File: config.mk
export PLATFORM = sky130hd
export DESIGN_NAME = ps2_key_gen
export DESIGN_NICKNAME = d
export VERILOG_FILES = /design/src/rtl/ps2_pkg.sv /design/src/rtl/ps2_line_filter.sv /design/src/rtl/ps2_key_gen.sv
export SDC_FILE = /design/constraint.sdc
export NUM_CORES = 1
export LEC_CHECK = 0
export CORE_MARGIN = 2
export CORE_UTILIZATION = 45
export CTS_CLUSTER_SIZE = 28
export DETAILED_ROUTE_END_ITERATION = 8
export PLACE_DENSITY = 0.67
export SETUP_SLACK_MARGIN = 0.2
export SLEW_MARGIN = 20
export SYNTH_ARGS = -nofsm -noshare
export SYNTH_HDL_FRONTEND = slang
export SYNTH_SLANG_ARGS = --single-unit
File: constraint.sdc
create_clock -name clk_sys -period 2.2 [get_ports clk_sys]
set_input_delay 0.44 -clock clk_sys [delete_from_list [all_inputs] [get_ports clk_sys]]
set_output_delay 0.44 -clock clk_sys [all_outputs]
set_load 0.02 [all_outputs]
File: src/rtl/ps2_pkg.sv
// Shared types and byte constants for the PS/2 keyboard deserializer.
package ps2_pkg;

   typedef enum logic [1:0] {IDLE, DATA, PARITY, STOP} frame_st_t;

   localparam logic [7:0] PFX_EXT    = 8'hE0;
   localparam logic [7:0] PFX_BRK    = 8'hF0;
   localparam logic [7:0] PFX_PAUSE  = 8'hE1;
   localparam logic [2:0] PAUSE_SKIP = 3'd7;

   localparam logic [7:0] RPL_ACK    = 8'hFA;
   localparam logic [7:0] RPL_BAT    = 8'hAA;
   localparam logic [7:0] RPL_ECHO   = 8'hEE;
   localparam logic [7:0] RPL_RESEND = 8'hFE;
   localparam logic [7:0] RPL_OVR0   = 8'h00;
   localparam logic [7:0] RPL_OVR1   = 8'hFF;

   // Keyboard replies and overrun markers never reach the key decoder.
   function automatic logic is_reply(input logic [7:0] b);
      return (b == RPL_ACK)  || (b == RPL_BAT)    ||
             (b == RPL_ECHO) || (b == RPL_RESEND) ||
             (b == RPL_OVR0) || (b == RPL_OVR1);
   endfunction

endpackage

File: src/rtl/ps2_line_filter.sv
// Two-flop synchronizer plus stability filter for one raw PS/2 line.
module ps2_line_filter
   import ps2_pkg::*;
#(
   parameter int FILTER_LEN = 8
) (
   input  logic clk_sys,
   input  logic reset_n,
   input  logic line,
   output logic filt,
   output logic fall
);

   localparam int CW = $clog2(FILTER_LEN + 1);

   logic [1:0]    sync;
   logic [CW-1:0] cnt;

   always_ff @(posedge clk_sys or negedge reset_n) begin
      if (!reset_n) begin
         sync <= 2'b11;
         cnt  <= '0;
         filt <= 1'b1;
         fall <= 1'b0;
      end else begin
         sync <= {sync[0], line};
         fall <= 1'b0;
         if (sync[1] == filt) begin
            cnt <= '0;
         end else if (cnt == CW'(FILTER_LEN - 1)) begin
            // New level held long enough; fall fires only on 1->0.
            filt <= sync[1];
            fall <= filt;
            cnt  <= '0;
         end else begin
            cnt <= cnt + CW'(1);
         end
      end
   end

endmodule

File: src/rtl/ps2_key_gen.sv
// PS/2 keyboard deserializer producing the 11-bit ps2_key event word.
// Define PS2_TYPEMATIC_FILTER_EN to suppress repeated makes of the held key.
module ps2_key_gen
   import ps2_pkg::*;
#(
   parameter int CLK_HZ     = 48000000,
   parameter int TIMEOUT_US = 200,
   parameter int FILTER_LEN = 8
) (
   input  logic        clk_sys,
   input  logic        reset_n,
   input  logic        ps2_clk,
   input  logic        ps2_data,
   output logic [10:0] ps2_key,
   output logic        key_stb,
   output logic        frame_err
);

   localparam int TO_CYC = CLK_HZ / 1000000 * TIMEOUT_US;
   localparam int TW     = $clog2(TO_CYC + 1);

   logic clk_lvl;
   logic clk_fall;
   logic dat;
   logic dat_fall;
   logic unused_ok;

   ps2_line_filter #(.FILTER_LEN(FILTER_LEN)) u_clk_filt (
      .clk_sys (clk_sys),
      .reset_n (reset_n),
      .line    (ps2_clk),
      .filt    (clk_lvl),
      .fall    (clk_fall)
   );

   ps2_line_filter #(.FILTER_LEN(FILTER_LEN)) u_dat_filt (
      .clk_sys (clk_sys),
      .reset_n (reset_n),
      .line    (ps2_data),
      .filt    (dat),
      .fall    (dat_fall)
   );

   assign unused_ok = &{1'b0, clk_lvl, dat_fall};

   frame_st_t     st;
   logic [7:0]    shreg;
   logic [2:0]    bitcnt;
   logic          par;
   logic [TW-1:0] tcnt;
   logic          byte_ok;
   logic [7:0]    byte_r;

   always_ff @(posedge clk_sys or negedge reset_n) begin
      if (!reset_n) begin
         st        <= IDLE;
         shreg     <= '0;
         bitcnt    <= '0;
         par       <= 1'b0;
         tcnt      <= '0;
         byte_ok   <= 1'b0;
         byte_r    <= '0;
         frame_err <= 1'b0;
      end else begin
         byte_ok   <= 1'b0;
         frame_err <= 1'b0;
         if (clk_fall) begin
            tcnt <= '0;
            unique case (st)
               IDLE: begin
                  if (!dat) begin
                     st     <= DATA;
                     bitcnt <= '0;
                  end else begin
                     frame_err <= 1'b1;
                  end
               end
               DATA: begin
                  shreg  <= {dat, shreg[7:1]};
                  bitcnt <= bitcnt + 3'd1;
                  if (bitcnt == 3'd7) st <= PARITY;
               end
               PARITY: begin
                  par <= dat;
                  st  <= STOP;
               end
               STOP: begin
                  st <= IDLE;
                  if (dat && (^{shreg, par})) begin
                     byte_ok <= 1'b1;
                     byte_r  <= shreg;
                  end else begin
                     frame_err <= 1'b1;
                  end
               end
            endcase
         end else if (st != IDLE) begin
            // Stalled mid-frame: drop the partial byte.
            if (tcnt == TW'(TO_CYC - 1)) begin
               st        <= IDLE;
               tcnt      <= '0;
               frame_err <= 1'b1;
            end else begin
               tcnt <= tcnt + TW'(1);
            end
         end
      end
   end

   logic       ext;
   logic       brk;
   logic [2:0] skip;
`ifdef PS2_TYPEMATIC_FILTER_EN
   logic [8:0] last_make;
`endif

   always_ff @(posedge clk_sys or negedge reset_n) begin
      if (!reset_n) begin
         ps2_key   <= '0;
         key_stb   <= 1'b0;
         ext       <= 1'b0;
         brk       <= 1'b0;
         skip      <= '0;
`ifdef PS2_TYPEMATIC_FILTER_EN
         last_make <= '0;
`endif
      end else begin
         key_stb <= 1'b0;
         if (frame_err) begin
            ext  <= 1'b0;
            brk  <= 1'b0;
            skip <= '0;
         end else if (byte_ok) begin
            if (skip != 3'd0) begin
               skip <= skip - 3'd1;
            end else begin
               unique case (1'b1)
                  (byte_r == PFX_EXT):   ext  <= 1'b1;
                  (byte_r == PFX_BRK):   brk  <= 1'b1;
                  (byte_r == PFX_PAUSE): skip <= PAUSE_SKIP;
                  is_reply(byte_r):      ;
                  default: begin
                     ext <= 1'b0;
                     brk <= 1'b0;
`ifdef PS2_TYPEMATIC_FILTER_EN
                     if (brk || ({ext, byte_r} != last_make)) begin
                        ps2_key <= {~ps2_key[10], ~brk, ext, byte_r};
                        key_stb <= 1'b1;
                     end
                     if (!brk)
                        last_make <= {ext, byte_r};
                     else if ({ext, byte_r} == last_make)
                        last_make <= '0;
`else
                     ps2_key <= {~ps2_key[10], ~brk, ext, byte_r};
                     key_stb <= 1'b1;
`endif
                  end
               endcase
            end
         end
      end
   end

endmodule

==> impl_metrics.json <==
{
  "outcome": "finished clean",
  "tightest_slew_ns": 0.410,
  "synth_cell_type_count": 47,
  "cts_root_buf": "clkbuf_8",
  "drive_gt1_frac": 0.289,
  "initial_utilization": 0.457,
  "crit_family": "simple AND/OR/NAND/NOR gates",
  "cts_tree": "yes",
  "synth_ff_type": "dfrtp_1",
  "hold_viol": 0,
  "period_share": 0.928,
  "die_y_um": 89.1,
  "antenna_found_initial": 0,
  "slew_headroom": 0.723,
  "min_period_ns": 2.04,
  "critPathKind": "flip-flop to flip-flop",
  "net-switching-power_mw": 0.651,
  "max_freq_mhz": 490,
  "fin_tns_setup_ns": 0,
  "ys_ff_latch": 70,
  "comb_power_share": 0.082,
  "rr_worst_depth": 6,
  "slowest_delay_ns": 0.53,
  "routedWlPerCell_um": 13.1,
  "ir_worst_vdd_mv": 0.409,
  "worst-path-buf-inv": 1,
  "final_antenna_net_count": 0,
  "yosysSeqAreaShare": 0.539,
  "ys_async_sr_fraction": 1.00,
  "route.detailed.drc": 0,
  "cp_num_cells": 6,
  "synth_edf_count": 0,
  "startpoint_type": "flip-flop",
  "die_w_um": 89.1,
  "viasPerCell": 5.10,
  "finClkSkew_ns": 0.00845,
  "syn_area_um2": 3260,
  "ctsHtreeMaxLevel": 3,
  "final_core_util": 0.565,
  "power_mw": 2.59,
  "critPathMaxFanout": 8,
  "rows": 31,
  "cp-end-kind": "flip-flop",
  "track_usage": 0.165,
  "vias": 2235,
  "setup-violations-final": 0,
  "stdcell_count": 438,
  "crit_required_ns": 2.43,
  "grt-ovfl-total": 0,
  "dieArea_um2": 7950,
  "clock-sinks": 70,
  "clock_path_buffers": 2,
  "p_sw_frac": 0.251,
  "layout_common_cells": "dfrtp_1, buf_4, nor2_1, mux2_2",
  "synth_fp_nets": 292,
  "first_pass_iters": 4,
  "pwr-share-seq": 0.552,
  "avgSynthCellArea_um2": 11.8,
  "critPathSlowestCell": "or4_4",
  "timing.hold.ws_ns": 0.00655,
  "path_cells": "or4_4 -> a221oi_4 -> a311oi_2 -> nor3b_4 -> buf_6 -> mux2_4",
  "place_area_um2": 3730,
  "core_um2": 7140,
  "syn_to_final_growth_pct": 23.7,
  "power.leakage_nw": 1.85,
  "totalWireLength_um": 5740,
  "rsz0062_at_grt": "true",
  "setup_slack_ns": 0.158,
  "regArea_um2": 1760,
  "placed_cells": 414,
  "maxCapViolations": 0,
  "p_clk_frac": 0.366,
  "final_common_cell": "dfrtp_1",
  "ios": 17,
  "io_buffers": 16,
  "synthCells": 277,
  "multi_input_area_um2": 1480,
  "cp.arrival_ns": 2.28,
  "drt_iter0_drc": 58,
  "grt_pass1_vias": 2204,
  "clkLatencyLatePin_ns": 0.35,
  "slew_violations": 0,
  "post-place-ws_ns": -0.386,
  "clk_pin_slew_ns": 0.08,
  "powerDensity_nw_per_um2": 642,
  "hp-class": "input pin to async pin",
  "yosys_warnings": 0,
  "nFillCells": 646,
  "cts_buffers": 9,
  "internal-power_mw": 1.94,
  "finish.instance_area_um2": 4030,
  "grt_max_degree": 37,
  "nets": 349,
  "routabilityCongestion": 0.727,
  "hpwl_um": 3990,
  "antenna_cells": 0,
  "grt_pass1_wl_um": 9930
}
-- sequential cells by signal, indices dropped and copies added, names as in the netlist, 2 cells and up --
register / flops
u_dat_filt.sync: 2
byte_r: 8
ps2_key: 11
skip: 3
st: 2
bitcnt: 3
u_dat_filt.cnt: 4
u_clk_filt.sync: 2
tcnt: 14
u_clk_filt.cnt: 4
shreg: 8
-- logic make-up after synthesis --
group | after synthesis | share of synthesized area
compound gates | 31 | 0.0633
xor+xnor | 23 | 0.0618
fa+ha+maj | 11 | 0.0422
buf+inv | 16 | 0.0211
flops | 70 | 0.539
mux | 32 | 0.118
simple gates | 94 | 0.155
-- final timing paths --
kind	from	endpoint	slack (ns)
worst max-delay path	byte_r[1]	ps2_key[7]	0.16
worst min-delay path	reset_n	ps2_key[3]	0.007
worst min register to register	u_dat_filt.sync[0]	u_dat_filt.sync[1]	0.36
worst max register to register	byte_r[1]	ps2_key[7]	0.16
min in group clk_sys	u_dat_filt.sync[0]	u_dat_filt.sync[1]	0.36
max in group asynchronous	reset_n	byte_r[2]	1.59
-- cell type report --
class,count,share of cell area
Clock buffer,11,0.0375
Clock inverter,5,0.00837
Inverter,10,0.00931
Multi-Input combinational cell,191,0.367
Sequential cell,70,0.436
Tap cell,99,0.0307
Timing Repair Buffer,52,0.111
-- cells in the mapped netlist, drive strengths merged, types with 2 or more instances --
| cell type | instances | area (um^2) |
|---|---|---|
| o211ai | 2 | 15.0 |
| nand2 | 16 | 60.1 |
| and3 | 4 | 25.0 |
| xor2 | 6 | 52.6 |
| nor3b | 3 | 27.5 |
| or3 | 2 | 12.5 |
| nand2b | 3 | 18.8 |
| nor4 | 3 | 18.8 |
| nor2b | 5 | 31.3 |
| clkbuf | 4 | 15.0 |
| nand4 | 8 | 50.1 |
| nand3b | 4 | 30.0 |
| xnor2 | 17 | 149 |
| dfrtp | 64 | 1600 |
| nand3 | 8 | 40.0 |
| mux2 | 27 | 330 |
| buf | 2 | 16.3 |
| a22o | 2 | 17.5 |
| dfstp | 6 | 158 |
| mux2i | 5 | 53.8 |
| ha | 11 | 138 |
| o21ai | 8 | 40.0 |
| a41oi | 2 | 17.5 |
| inv | 10 | 37.5 |
| a21oi | 8 | 40.0 |
| nor4bb | 2 | 20.0 |
| nor3 | 9 | 45.0 |
| nor2 | 21 | 78.8 |
-- what timing repair did --
| item | CTS | global route |
|---|---|---|
| gates resized for setup | 5 | 8 |
| pin swaps | 3 | 4 |
| hold buffers | 0 | 0 |
| setup buffers | 7 | 1 |
| setup endpoints to repair | 12 | 21 |
-- metal layers --
metal | part of all wire | global-route usage | wire, um | up-vias
met5 | 0 | 0 | 0 | -
met4 | 0.017 | 0.0801 | 100 | 0
met3 | 0.032 | 0.0508 | 185 | 12
met2 | 0.50 | 0.274 | 2840 | 38
met1 | 0.45 | 0.194 | 2600 | 1089
li1 | - | - | - | 1096
-- power groups by stage --
stage / logic [mW] / registers, mW / clock network, mW
2_1_floorplan: 0.150 / 1.43 / 0
3_3_place_gp: 0.209 / 1.45 / 0
3_5_place_dp: 0.217 / 1.45 / 0
4_1_cts: 0.218 / 1.43 / 0.986
5_1_grt: 0.247 / 1.44 / 1.05
6_report: 0.213 / 1.43 / 0.947
Note: power is estimated with default switching activity, not from simulation.
